==> src/rtl/scan_sequencer_if.sv <==
// Control/status bundle between a scan controller and scan_sequencer.
// The sequencer drives the decoder select {a,b,c}, en, and the status pulses.
interface scan_if #(
  parameter int DWELL_W = 8
);
  logic               start;
  logic               stop;
  logic [7:0]         mask;
  logic [DWELL_W-1:0] dwell;
  logic               a, b, c;
  logic               en;
  logic               busy;
  logic               step;
  logic               wrap;

  modport master (output start, stop, mask, dwell,
                  input  a, b, c, en, busy, step, wrap);
  modport slave  (input  start, stop, mask, dwell,
                  output a, b, c, en, busy, step, wrap);
endinterface

==> src/rtl/scan_sequencer.sv <==
// Masked round-robin channel scanner feeding a 3-to-8 one-hot decoder.
// Define SCAN_BLANK_EN to insert one en=0 BLANK cycle at every channel advance.
module scan_sequencer #(
  parameter int DWELL_W = 8
) (
  input logic   clk,
  input logic   rst_n,
  scan_if.slave sif
);
`ifdef SCAN_BLANK_EN
  typedef enum logic [1:0] {S_IDLE, S_DWELL, S_BLANK} state_t;
`else
  typedef enum logic [1:0] {S_IDLE, S_DWELL} state_t;
`endif

  state_t             state, state_n;
  logic [2:0]         idx, idx_n;
  logic [DWELL_W-1:0] cnt, cnt_n, dwell_ld;
  logic               en, en_n, busy, busy_n, step, step_n, wrap, wrap_n;
  logic               to_idle;
  logic [3:0]         first, adv;

  // {found, index}: first set bit of m at or above 'from', wrapping mod 8
  function automatic logic [3:0] next_set(input logic [7:0] m, input logic [2:0] from);
    logic [3:0] r;
    logic [2:0] j;
    r = '0;
    for (int k = 7; k >= 0; k--) begin
      j = from + 3'(k);
      if (m[j]) r = {1'b1, j};
    end
    return r;
  endfunction

  assign dwell_ld = (sif.dwell == '0) ? DWELL_W'(1) : sif.dwell;
  assign first    = next_set(sif.mask, 3'd0);
  assign adv      = next_set(sif.mask, idx + 3'd1);

  always_ff @(posedge clk or negedge rst_n) begin
    if (!rst_n) begin
      state <= S_IDLE;
      idx   <= '0;
      cnt   <= '0;
      en    <= 1'b0;
      busy  <= 1'b0;
      step  <= 1'b0;
      wrap  <= 1'b0;
    end else begin
      state <= state_n;
      idx   <= idx_n;
      cnt   <= cnt_n;
      en    <= en_n;
      busy  <= busy_n;
      step  <= step_n;
      wrap  <= wrap_n;
    end
  end

  always_comb begin
    state_n = state;
    idx_n   = idx;
    cnt_n   = cnt;
    en_n    = en;
    busy_n  = busy;
    step_n  = 1'b0;
    wrap_n  = 1'b0;
    to_idle = 1'b0;
    case (state)
      S_IDLE: begin
        if (sif.start && first[3]) begin
          state_n = S_DWELL;
          idx_n   = first[2:0];
          cnt_n   = dwell_ld;
          en_n    = 1'b1;
          busy_n  = 1'b1;
          step_n  = 1'b1;
        end
      end
      S_DWELL: begin
        if (cnt > DWELL_W'(1)) begin
          cnt_n = cnt - DWELL_W'(1);
        end else if (!adv[3]) begin
          to_idle = 1'b1;
        end else begin
`ifdef SCAN_BLANK_EN
          // select stays on the old channel while the decoder is disabled
          state_n = S_BLANK;
          en_n    = 1'b0;
          cnt_n   = '0;
`else
          idx_n  = adv[2:0];
          cnt_n  = dwell_ld;
          step_n = 1'b1;
          wrap_n = (adv[2:0] <= idx);
`endif
        end
      end
`ifdef SCAN_BLANK_EN
      S_BLANK: begin
        if (!adv[3]) begin
          to_idle = 1'b1;
        end else begin
          state_n = S_DWELL;
          idx_n   = adv[2:0];
          cnt_n   = dwell_ld;
          en_n    = 1'b1;
          step_n  = 1'b1;
          wrap_n  = (adv[2:0] <= idx);
        end
      end
`endif
      default: to_idle = 1'b1;
    endcase
    // stop overrides any transition, including a same-cycle start
    if (sif.stop || to_idle) begin
      state_n = S_IDLE;
      idx_n   = '0;
      cnt_n   = '0;
      en_n    = 1'b0;
      busy_n  = 1'b0;
      step_n  = 1'b0;
      wrap_n  = 1'b0;
    end
  end

  assign sif.a    = idx[2];
  assign sif.b    = idx[1];
  assign sif.c    = idx[0];
  assign sif.en   = en;
  assign sif.busy = busy;
  assign sif.step = step;
  assign sif.wrap = wrap;
endmodule

==> src/flat_wrapper.sv <==
// flat-port wrapper written by rule: the top's interface ports become plain ports
module scan_sequencer_flat 
#(
  parameter int DWELL_W = 8
)
  (clk, rst_n, sif_start, sif_stop, sif_mask, sif_dwell, sif_a, sif_b, sif_c, sif_en, sif_busy, sif_step, sif_wrap);
  scan_if #(.DWELL_W(DWELL_W)) sif_i ();
  input logic clk;
  input logic rst_n;
  input wire logic [$bits(sif_i.start)-1:0] sif_start;
  input wire logic [$bits(sif_i.stop)-1:0] sif_stop;
  input wire logic [$bits(sif_i.mask)-1:0] sif_mask;
  input wire logic [$bits(sif_i.dwell)-1:0] sif_dwell;
  output wire logic [$bits(sif_i.a)-1:0] sif_a;
  output wire logic [$bits(sif_i.b)-1:0] sif_b;
  output wire logic [$bits(sif_i.c)-1:0] sif_c;
  output wire logic [$bits(sif_i.en)-1:0] sif_en;
  output wire logic [$bits(sif_i.busy)-1:0] sif_busy;
  output wire logic [$bits(sif_i.step)-1:0] sif_step;
  output wire logic [$bits(sif_i.wrap)-1:0] sif_wrap;
  assign sif_i.start = sif_start;
  assign sif_i.stop = sif_stop;
  assign sif_i.mask = sif_mask;
  assign sif_i.dwell = sif_dwell;
  assign sif_a = sif_i.a;
  assign sif_b = sif_i.b;
  assign sif_c = sif_i.c;
  assign sif_en = sif_i.en;
  assign sif_busy = sif_i.busy;
  assign sif_step = sif_i.step;
  assign sif_wrap = sif_i.wrap;
  scan_sequencer #(.DWELL_W(DWELL_W)) u_core (.clk(clk), .rst_n(rst_n), .sif(sif_i));
endmodule
==> config.mk <==
export PLATFORM = sky130hd
export DESIGN_NAME = scan_sequencer_flat
export DESIGN_NICKNAME = d
export VERILOG_FILES = /design/src/rtl/scan_sequencer_if.sv /design/src/rtl/scan_sequencer.sv /design/src/flat_wrapper.sv
export SDC_FILE = /design/constraint.sdc
export NUM_CORES = 1
export LEC_CHECK = 0
export BUFFER_PORTS_ARGS = -buffer_cell sky130_fd_sc_hd__buf_4
export CORE_ASPECT_RATIO = 0.9
export CORE_UTILIZATION = 45
export CTS_CLUSTER_SIZE = 28
export DETAILED_ROUTE_END_ITERATION = 10
export PLACE_DENSITY = 0.65
export SYNTH_ARGS = -nofsm -noshare
export SYNTH_HDL_FRONTEND = slang
export SYNTH_SLANG_ARGS = --single-unit
==> constraint.sdc <==
create_clock -name clk -period 4.2 [get_ports clk]
set_input_delay 0.21 -clock clk [delete_from_list [all_inputs] [get_ports clk]]
set_output_delay 0.21 -clock clk [all_outputs]
set_load 0.02 [all_outputs]
* After elaboration in Yosys (flattened, before gate mapping)
Cells that the tools add are included.
Word-level totals: register bits 16, output and inout bits 7, word-level logic and storage cells 101
Cells by class: add/sub/neg operators 9, magnitude comparators 10, eq/ne operators 5, multiplexer cells 61, reductions and logical operators 10
Operators with widths (number):
- 2-to-1 mux 4 bit | 16
- 2-to-1 mux 8 bit | 5
- less-than comparator 3 x 4 -> 1 bit (second input constant) | 8
- binary-select mux 1 bit (select 3 bit) | 8
- 2-to-1 mux 1 bit | 21
- case mux 8 bit (2 select lines) | 1
- adder 3 bit (second input constant) | 4
- 2-to-1 mux 3 bit | 4
- > comparator 8 x 1 -> 1 bit (second input constant) | 1
- logical NOT 8 bit | 1
- subtractor 8 x 1 -> 8 bit (second input constant) | 1
- adder 3 x 1 -> 3 bit (second input constant) | 2
- adder 3 x 2 -> 3 bit (second input constant) | 2
- 2-to-1 mux 2 bit | 3
- inequality test 3 x 1 -> 1 bit (second input constant) | 2
- case mux 3 bit (2 select lines) | 1
- inequality test 4 x 1 -> 1 bit (second input constant) | 1
- case mux 1 bit (2 select lines) | 2
- AND reduction 4 bit | 1
- nonzero test 2 bit | 2
- less-or-equal comparator 3 bit | 1
- inequality test 3 bit (second input constant) | 1
- AND reduction 3 bit | 1
- nonzero test 3 bit | 1
- 5 further kinds | 5

* Longest topological paths before layout
Gate-level depths: netlist of the first run.
word-level depth 18, gate-level depth with buffers 17, mapped depth without buffers 13

* Worst setup path before layout of the first run
Ideal clock, no wire load.
path kind flip-flop to flip-flop, from reg u_core.idx[0], to reg u_core.wrap (netlist: u_core.sif.wrap), setup time 0.072 ns, arrival time 3.615 ns, path slack 0.513 ns, cell stages (with the launch flop) 17, buffers on the path 3, clock period less this slack 3.687 ns, cells stage by stage dfrtp_1 > buf_6 > buf_2 > clkinv_1 > ha_1 > buf_4 > mux4_2 > mux2i_1 > and4_1 > o311ai_0 > o22ai_1 > inv_1 > ha_1 > a21o_1 > a21oi_1 > a31oi_1 > nor2_1
On the way: word-level cells in the longest chain between the ends 17, elaborated cells on any way between the ends 41, classes of those cells add/sub (8); order compare (1); mux (31); reduce/logical (1)
Ends and longest elaborated chain:
- from (decl) | line scan_sequencer.sv:17 | logic [2:0] idx, idx_n;
- from (signal assigned) | line scan_sequencer.sv:50 | idx <= idx_n;
- adder 3 x 1 -> 3 bit | line scan_sequencer.sv:37 | assign adv = next_set(sif.mask, idx + 3'd1);
- adder 3 bit | line scan_sequencer.sv:29 | j = from + 3'(k);
- binary-select mux 1 bit (select 3 bit) | line scan_sequencer.sv:30 | if (m[j]) r = {1'b1, j};
- 2-to-1 mux 1 bit (not written as such) | line scan_sequencer.sv:30
- 2-to-1 mux 4 bit (8 in series) | line scan_sequencer.sv:30
- less-or-equal comparator 3 bit / 2-to-1 mux 1 bit (equally long branches) | line scan_sequencer.sv:94, scan_sequencer.sv:82
- 2-to-1 mux 1 bit, on equally long branches | line scan_sequencer.sv:82, scan_sequencer.sv:80
- 2-to-1 mux 1 bit / case mux 1 bit (2 select lines) (equally long branches) | line scan_sequencer.sv:80, scan_sequencer.sv:68
- 2-to-1 mux 1 bit / logical OR 1 bit (equally long branches) | line scan_sequencer.sv:68, scan_sequencer.sv:115
- 2-to-1 mux 1 bit * | line scan_sequencer.sv:115 | if (sif.stop || to_idle) begin
- named net u_core.wrap_n | line scan_sequencer.sv:19 | logic en, en_n, busy, busy_n, step, step_n, wrap, wrap_n;
- to (signal assigned) | line scan_sequencer.sv:55 | wrap <= wrap_n;
- to (decl) | line scan_sequencer.sv:19
The timed path passes the listed nets; every way through them passes the cells marked *. The select of a mux whose other input is x is not followed. A chain may end at the register's enable or synchronous reset.

* Worst setup path after layout of the first run
Same ends and word-level chain as after synthesis.

==> results of run 1 <==
-- per-layer routing --
metal / vias up / global-route usage (%) / wire, um
li1: 847 / - / -
met5: - / 0 / 0
met3: 8 / 4.00 / 298
met4: 0 / 3.00 / 41
met1: 846 / 36.3 / 2460
met2: 69 / 32.8 / 1980
-- cell families after synthesis --
group / share of synthesized area, %
AND/OR/NAND/NOR: 16.9
flip-flops: 18.7
AO/OA/AOI/OAI: 27.1
XOR/XNOR: 4.82
multiplexers: 21.5
buffers and inverters: 6.29
adder cells (fa/ha/maj): 4.68
-- stage by stage --
stage	cell area, um2	hold WS (ns)	util, %
floorplan	1870	-0.0856	-
global placement	2080	0.0682	54.3
detailed placement	2080	0.0714	54.3
CTS	2150	0.249	56.0
global route	2150	0.275	56.1
finish	2150	0.262	56.1
-- how the worst min path moves through the flow --
| stage | endpoint | slack [ns] | cells past startpoint |
|---|---|---|---|
| 5_1_grt | u_core.cnt[6]$_DFFE_PN0P_ | 0.27 | 3 |
| 3_5_place_dp | u_core.sif.wrap$_DFF_PN0_ | 0.07 | 1 |
| 6_report | u_core.sif.step$_DFF_PN0_ | 0.26 | 2 |
| 3_3_place_gp | u_core.sif.wrap$_DFF_PN0_ | 0.07 | 1 |
| 4_1_cts | u_core.sif.step$_DFF_PN0_ | 0.25 | 2 |
| 2_1_floorplan | u_core.cnt[0]$_DFFE_PN0P_ | -0.09 | 0 |
-- sequential cells by signal, summed over array words and instances (netlist names) --
signal	flops
u_core.sif.step	1
u_core.sif.wrap	1
u_core.cnt	8
u_core.sif.en	1
u_core.idx	3
-- power groups by stage --
stage | clock, uW | combinational (uW) | sequential (uW)
6_report | 129 | 451 | 169
5_1_grt | 140 | 496 | 171
4_1_cts | 133 | 445 | 168
3_5_place_dp | 0 | 442 | 170
3_3_place_gp | 0 | 431 | 170
2_1_floorplan | 0 | 339 | 169
-- cell usage in the layout (no fill, tap or decap), types with 2 or more instances in the layout --
cell        n
o21ai_0     7
clkbuf_8    4
a21o_1      2
mux2i_1     7
nor4_1      3
o22ai_1     2
a22oi_1     3
inv_1      14
o211ai_1    3
buf_4      29
nand4_1     2
nand2b_1    2
or2_2       4
xnor3_2     2
a22o_1      2
mux2_2      5
nor3_1      7
nand2_1     7
o2bb2ai_1  10
a211oi_1    2
nand3_1     6
dfrtp_1    14
or3_1       4
o221ai_1    2
nor2_1     17
ha_1        6
mux4_2     11
a21oi_1    16
a31oi_1     4
a211o_1     2
and3_1      2
-- final cells by class --
type / instances / area (um2)
fill: 357 / 1680
clock buffer: 4 / 55.1
timing repair buffer: 30 / 228
sequential: 14 / 350
inverter: 15 / 56.3
tap: 46 / 57.6
multi-input combinational: 165 / 1410
-- worst max-delay path, stage by stage, from the launching register on --
cell      delay (ns)
dfrtp_1         0.34
clkinv_1        0.20
ha_2            0.68
mux4_2          0.45
mux2i_1         0.34
and4_1          0.35
o311ai_0        0.16
o22ai_1         0.22
inv_1           0.07
ha_1            0.30
a21o_1          0.17
a21oi_1         0.14
a31oi_1         0.05
nor2_1          0.10
-- timing repair --
| item | in CTS | in global routing |
|---|---|---|
| hold endpoints to repair | 14 | 0 |
| gates resized for setup | 0 | 1 |
| setup endpoints to repair | 0 | 1 |
| hold buffers | 1 | 0 |
==> run metrics, run 1 <==
status finished, final reports clean; Setup TNS 0 ns; Synth async-reset ratio 100%; Fmax 274 MHz; cell taking the most area after synthesis dfrtp_1; top cells by area, synth dfrtp_1 19%, mux4_2 13%, ha_1 4.7%; DRC 0; Hold WC Path Type primary input to flop; final hold violations 0; number of global-route vias before repair 1663; drt wl/cell 17.5 um; combinational power share 60.3%; CTS sink cnt 14; maximum fanout along the worst path 18; PwrDens 348 mW/mm2; clock share of power 17.2%; share of cells above drive strength 1 29.4%; Clock Latency Late Sink 0.24 ns; Final Cycle Share 87.0%; FF-to-FF Start u_core.idx[0]$_DFFE_PN0P_; Yosys cell types 59; Setup Viol. Count Final 0; Setup crit end kind flop; reg-to-reg endpoint u_core.sif.wrap$_DFF_PN0_; height of the die 63.2 um; Syn. warnings 0; Lkg Pwr 0.000933 uW; P_sw 312 uW; H-tree depth 1; sw frac 41.7%; Die Area 0.00442 mm2; std cell rows 21; initial core utilization 48.8%; wirelength, routed 4780 um; Cells after Synth 205; Synth Register Bits 14; PnR Total Power 749 uW; most numerous cell in the Yosys netlist nor2_1; number of diodes 0; Post-synth top cells 17 x nor2_1, 16 x a21oi_1, 14 x dfrtp_1, 14 x inv_1, 11 x mux4_2; die width 70.0 um; fin cells 274; clock buffer count from CTS 3; Worst setup SP type flop; Avg Cell Area, Syn 9.12 um2; Reg power frac 22.5%; R2R depth 13; MaxCap Viol Count 0; Place WS 0.374 ns; synth-to-layout area growth 15.0%; initial antenna violation count 0; peak supply drop 0.000219 V; Total Nets Final 256; Worst Path Required 4.37 ns; vias 1770; total grt overflow 0; IO Port Bufs 26; cell internal pwr 437 uW; Clock Skews 0.000535 ns; RSZ-0062 raised after global routing no; Detail Route Antenna Nets 0; sequential area share after synthesis 18.7%; max-slew violations 0; clock buffer depth 2; crit path time final 3.65 ns; kind of critical path flop to flop; Root Buffer clkbuf_8; dpl hpwl 3650 um; share of the synthesized area in the top cell type 18.7%; syn nets 232; post-DR vias/cell 6.46; WP data arrival 3.82 ns; first-pass GRT wire length 8120 um; final setup margin 0.548 ns; EDFF count, synth 0; Worst-Margin Slew 0.614 ns; num ports 27; largest net degree at the start of global routing 19; gpl congestion 0.928; Slew headroom 59.1%; Iter 0 DRT Violations 136; DRT Pass-1 Iters 5; worst setup path endpoint u_core.sif.wrap$_DFF_PN0_; ys flop type dfrtp_1; Worst Min Path Start sif_stop; netlist area before placement 0.00187 mm2; CTS tree done; Setup Fix Bufs, Post-CTS 0; total track usage 22.8%; Worst-path clk slew 0.06 ns; dpl cells 269; crit path launch u_core.idx[0]$_DFFE_PN0P_; Worst R2R Setup Slack 0.55 ns; core area 0.00384 mm2
Power figures use the tool's default switching activity.
==> inputs of run 2 (changes only) <==
--- a/config.mk
+++ b/config.mk
@@ -5,12 +5,15 @@
 export SDC_FILE = /design/constraint.sdc
 export NUM_CORES = 1
 export LEC_CHECK = 0
+export ABC_AREA = 1
 export BUFFER_PORTS_ARGS = -buffer_cell sky130_fd_sc_hd__buf_4
 export CORE_ASPECT_RATIO = 0.9
 export CORE_UTILIZATION = 45
+export CTS_CLUSTER_DIAMETER = 50
 export CTS_CLUSTER_SIZE = 28
 export DETAILED_ROUTE_END_ITERATION = 10
-export PLACE_DENSITY = 0.65
+export MAX_ROUTING_LAYER = met4
+export PLACE_DENSITY = 0.66
 export SYNTH_ARGS = -nofsm -noshare
 export SYNTH_HDL_FRONTEND = slang
 export SYNTH_SLANG_ARGS = --single-unit
==> run 2 against run 1 <==
Hold slack got worse by 0.12 ns. Setup slack improved by 0.59 ns. Die area decreased by 6.5%. Wire length decreased by 11%. Flip-flop and latch count unchanged. Highest routed layer is now met3.
==> run metrics, run 2 <==
status finished, final reports clean (unchanged); cell taking the most area after synthesis nand2_1 (was dfrtp_1); RSZ-0062 raised after global routing no (unchanged); ys flop type dfrtp_1 (unchanged); Top Registers u_core.cnt (8), u_core.idx (3) (unchanged); Setup Viol. Count Final 0 (unchanged); wirelength, routed 4260 um (was 4780 um); Die Area 0.00413 mm2 (was 0.00442 mm2); EDFF count, synth 0 (unchanged); share of cells above drive strength 1 16.9% (was 29.4%); Syn. warnings 0 (unchanged); number of global-route vias before repair 1514 (was 1663); sequential area share after synthesis 20.1% (was 18.7%); netlist area before placement 0.00175 mm2 (was 0.00187 mm2); total grt overflow 0 (unchanged); initial antenna violation count 0 (unchanged); maximum fanout along the worst path 12 (was 18); WHS Path Cells 2 (unchanged); Worst-Margin Slew 0.407 ns (was 0.614 ns); dpl hpwl 3530 um (was 3650 um); fin cells 372 (was 274); post-DR vias/cell 5.05 (was 6.46); Clock Skews 0.00482 ns (was 0.000535 ns); FF-to-FF Start u_core.idx[0]$_DFFE_PN0P_ (unchanged); Hold Path End u_core.sif.wrap$_DFF_PN0_ (was u_core.sif.step$_DFF_PN0_); routed wl met3 242 um (was 298 um); crit-path leading delay family simple AND/OR/NAND/NOR gates (was adder cells); crit-path most repeated cell nand2_1; Clock Latency Late Sink 0.24 ns (about the same); gpl congestion 0.926 (was 0.928); Synth async-reset ratio 100% (unchanged); CTS tree done (unchanged); Worst-path clk slew 0.06 ns (about the same); syn nets 327 (was 232); PwrDens 544 mW/mm2 (was 348 mW/mm2); final hold violations 0 (unchanged); CP max stage cell ha_1 (was ha_2); num ports 27 (unchanged); Post-synth top cells 111 x nand2_1, 43 x inv_1, 26 x nand3_1 (was 17 x nor2_1, 16 x a21oi_1, 14 x dfrtp_1, 14 x inv_1, 11 x mux4_2); Avg Cell Area, Syn 5.82 um2 (was 9.12 um2); Worst R2R Setup Slack 1.13 ns (was 0.55 ns); Hold WS 0.137 ns (was 0.262 ns); Most flops, register u_core.cnt (unchanged); DRC 0 (unchanged); Slew headroom 72.8% (was 59.1%); WP data arrival 3.23 ns (was 3.82 ns); max-slew violations 0 (unchanged); Worst Min Path Start sif_stop (unchanged); Final Cycle Share 73.0% (was 87.0%); DRT Pass-1 Iters 5 (unchanged); Setup crit end kind flop (unchanged); Metal-1 WL 2350 um (was 2460 um); commonest non-fill, non-tap cell in the layout nand2_1 (was buf_4); initial core utilization 47.1% (was 48.8%); Fmax 326 MHz (was 274 MHz); top cells by area, synth nand2_1 24%, dfrtp_1 20%, inv_1 9.2% (was dfrtp_1 19%, mux4_2 13%, ha_1 4.7%); total track usage 23.1% (was 22.8%); kind of critical path flop to flop (unchanged); Setup Fix Bufs, Post-CTS 0 (unchanged); sum of buffers and inverters on the critical path 3 (was 2); CTS resizes 0 (unchanged); vias 1879 (was 1770); R2R depth 23 (was 13); largest net degree at the start of global routing 18 (was 19); Root Buffer clkbuf_8 (unchanged); first-pass GRT wire length 7000 um (was 8120 um); top routing layer used met3 (was met4); Worst Path Required 4.36 ns (was 4.37 ns); dpl cells 368 (was 269); Yosys cell types 30 (was 59); Detail Route Antenna Nets 0 (unchanged); synth-to-layout area growth 15.5% (was 15.0%); fillers 395 (was 357); Hold WC Path Type primary input to flop (unchanged); clock buffer depth 2 (unchanged); die width 67.7 um (was 70.0 um); most numerous cell in the Yosys netlist nand2_1 (was nor2_1); Iter 0 DRT Violations 156 (was 136); Lkg Pwr 0.00116 uW (was 0.000933 uW); share of the synthesized area in the top cell type 23.9% (was 18.7%); # hold bufs at CTS 1 (unchanged); CTS sink cnt 14 (unchanged); MaxCap Viol Count 0 (unchanged); peak supply drop 0.000195 V (was 0.000219 V); core area 0.00370 mm2 (was 0.00384 mm2); std cell rows 21 (unchanged); Cells after Synth 300 (was 205); Crit path depth 23 (was 13); Worst setup SP type flop (unchanged); crit path time final 3.07 ns (was 3.65 ns); height of the die 61.1 um (was 63.2 um); reg-to-reg endpoint u_core.sif.wrap$_DFF_PN0_ (unchanged); Worst path max stage delay 0.54 ns (was 0.68 ns); number of diodes 0 (unchanged); clock buffer count from CTS 3 (unchanged); Setup TNS 0 ns (unchanged); number of flip-flops in the largest register 8 (unchanged); most frequent cells in the layout 111 x nand2_1, 43 x inv_1, 27 x buf_4 (was 29 x buf_4, 17 x nor2_1, 16 x a21oi_1); Synth Register Bits 14 (unchanged); H-tree depth 1 (unchanged); Total Nets Final 355 (was 256); IO Port Bufs 26 (unchanged); CP cell instances inv_2 > ha_1 > inv_2 > nand2_1 > nand2_1 > nand2_1 > nand2_1 > nand2_1 > o21ai_2 > nor2_1 > nand2_1 > nand2_1 > nand2_1 > nand2_1 > nand2_1 > nand2_1 > inv_1 > ha_1 > a21oi_1 > o21ai_0 > nand2_1 > nand2_1 > nor3_1 (was clkinv_1 > ha_2 > mux4_2 > mux2i_1 > and4_1 > o311ai_0 > o22ai_1 > inv_1 > ha_1 > a21o_1 > a21oi_1 > a31oi_1 > nor2_1); met2 wire length 1660 um (was 1980 um); drt wl/cell 11.4 um (was 17.5 um)
## run 2: per-stage QoR
step,total power (uW),util (%),setup slack [ns],area [um2]
after floorplan,822,-,1.30,1750
after global placement,983,53.0,1.20,1960
after detailed placement,980,53.0,1.15,1960
after CTS,1090,54.4,1.17,2020
after global routing,1230,54.4,0.778,2020
final,1100,54.4,1.13,2020
## run 2: routing by layer
metal / up-vias / track usage [%]
li1: 1005 / -
met3: 0 / 2.78
met5: - / -
met4: 0 / 0.912
met1: 809 / 38.6
met2: 65 / 29.6
## run 2: final cells by class
class                      instances  area [um2]  area share (%)
multi-input combinational        232        1170            57.9
sequential                        14         350            17.4
timing repair buffer              28         213            10.6
inverter                          49         186            9.25
tap                               46        57.6            2.86
clock buffer                       3        41.3            2.05
## run 2: worst max-delay path by stage
stage | end | start
floorplan | u_core.sif.wrap$_DFF_PN0_ | u_core.idx[0]$_DFFE_PN0P_
global placement | u_core.sif.wrap$_DFF_PN0_ | u_core.idx[1]$_DFFE_PN0P_
detailed placement | u_core.sif.wrap$_DFF_PN0_ | u_core.idx[0]$_DFFE_PN0P_
CTS | u_core.sif.wrap$_DFF_PN0_ | u_core.idx[0]$_DFFE_PN0P_
global route | u_core.sif.wrap$_DFF_PN0_ | u_core.idx[0]$_DFFE_PN0P_
finish | u_core.sif.wrap$_DFF_PN0_ | u_core.idx[0]$_DFFE_PN0P_
## run 2: kinds of logic (layout without fill, tap and decap cells)
family	Yosys count	after routing	share of synthesized area (%)
AND/OR/NAND/NOR	179	179	46.4
buffers and inverters	54	80	13.0
AO/OA/AOI/OAI	44	44	14.5
flip-flops	14	14	20.1
adder cells (fa/ha/maj)	7	7	5.02
XOR/XNOR	2	2	1.00
## run 2: report_power, final
part	total (uW)	internal (uW)	switching (uW)
clock	108	63.3	44.3
sequential	173	154	19.7
combinational	815	286	529
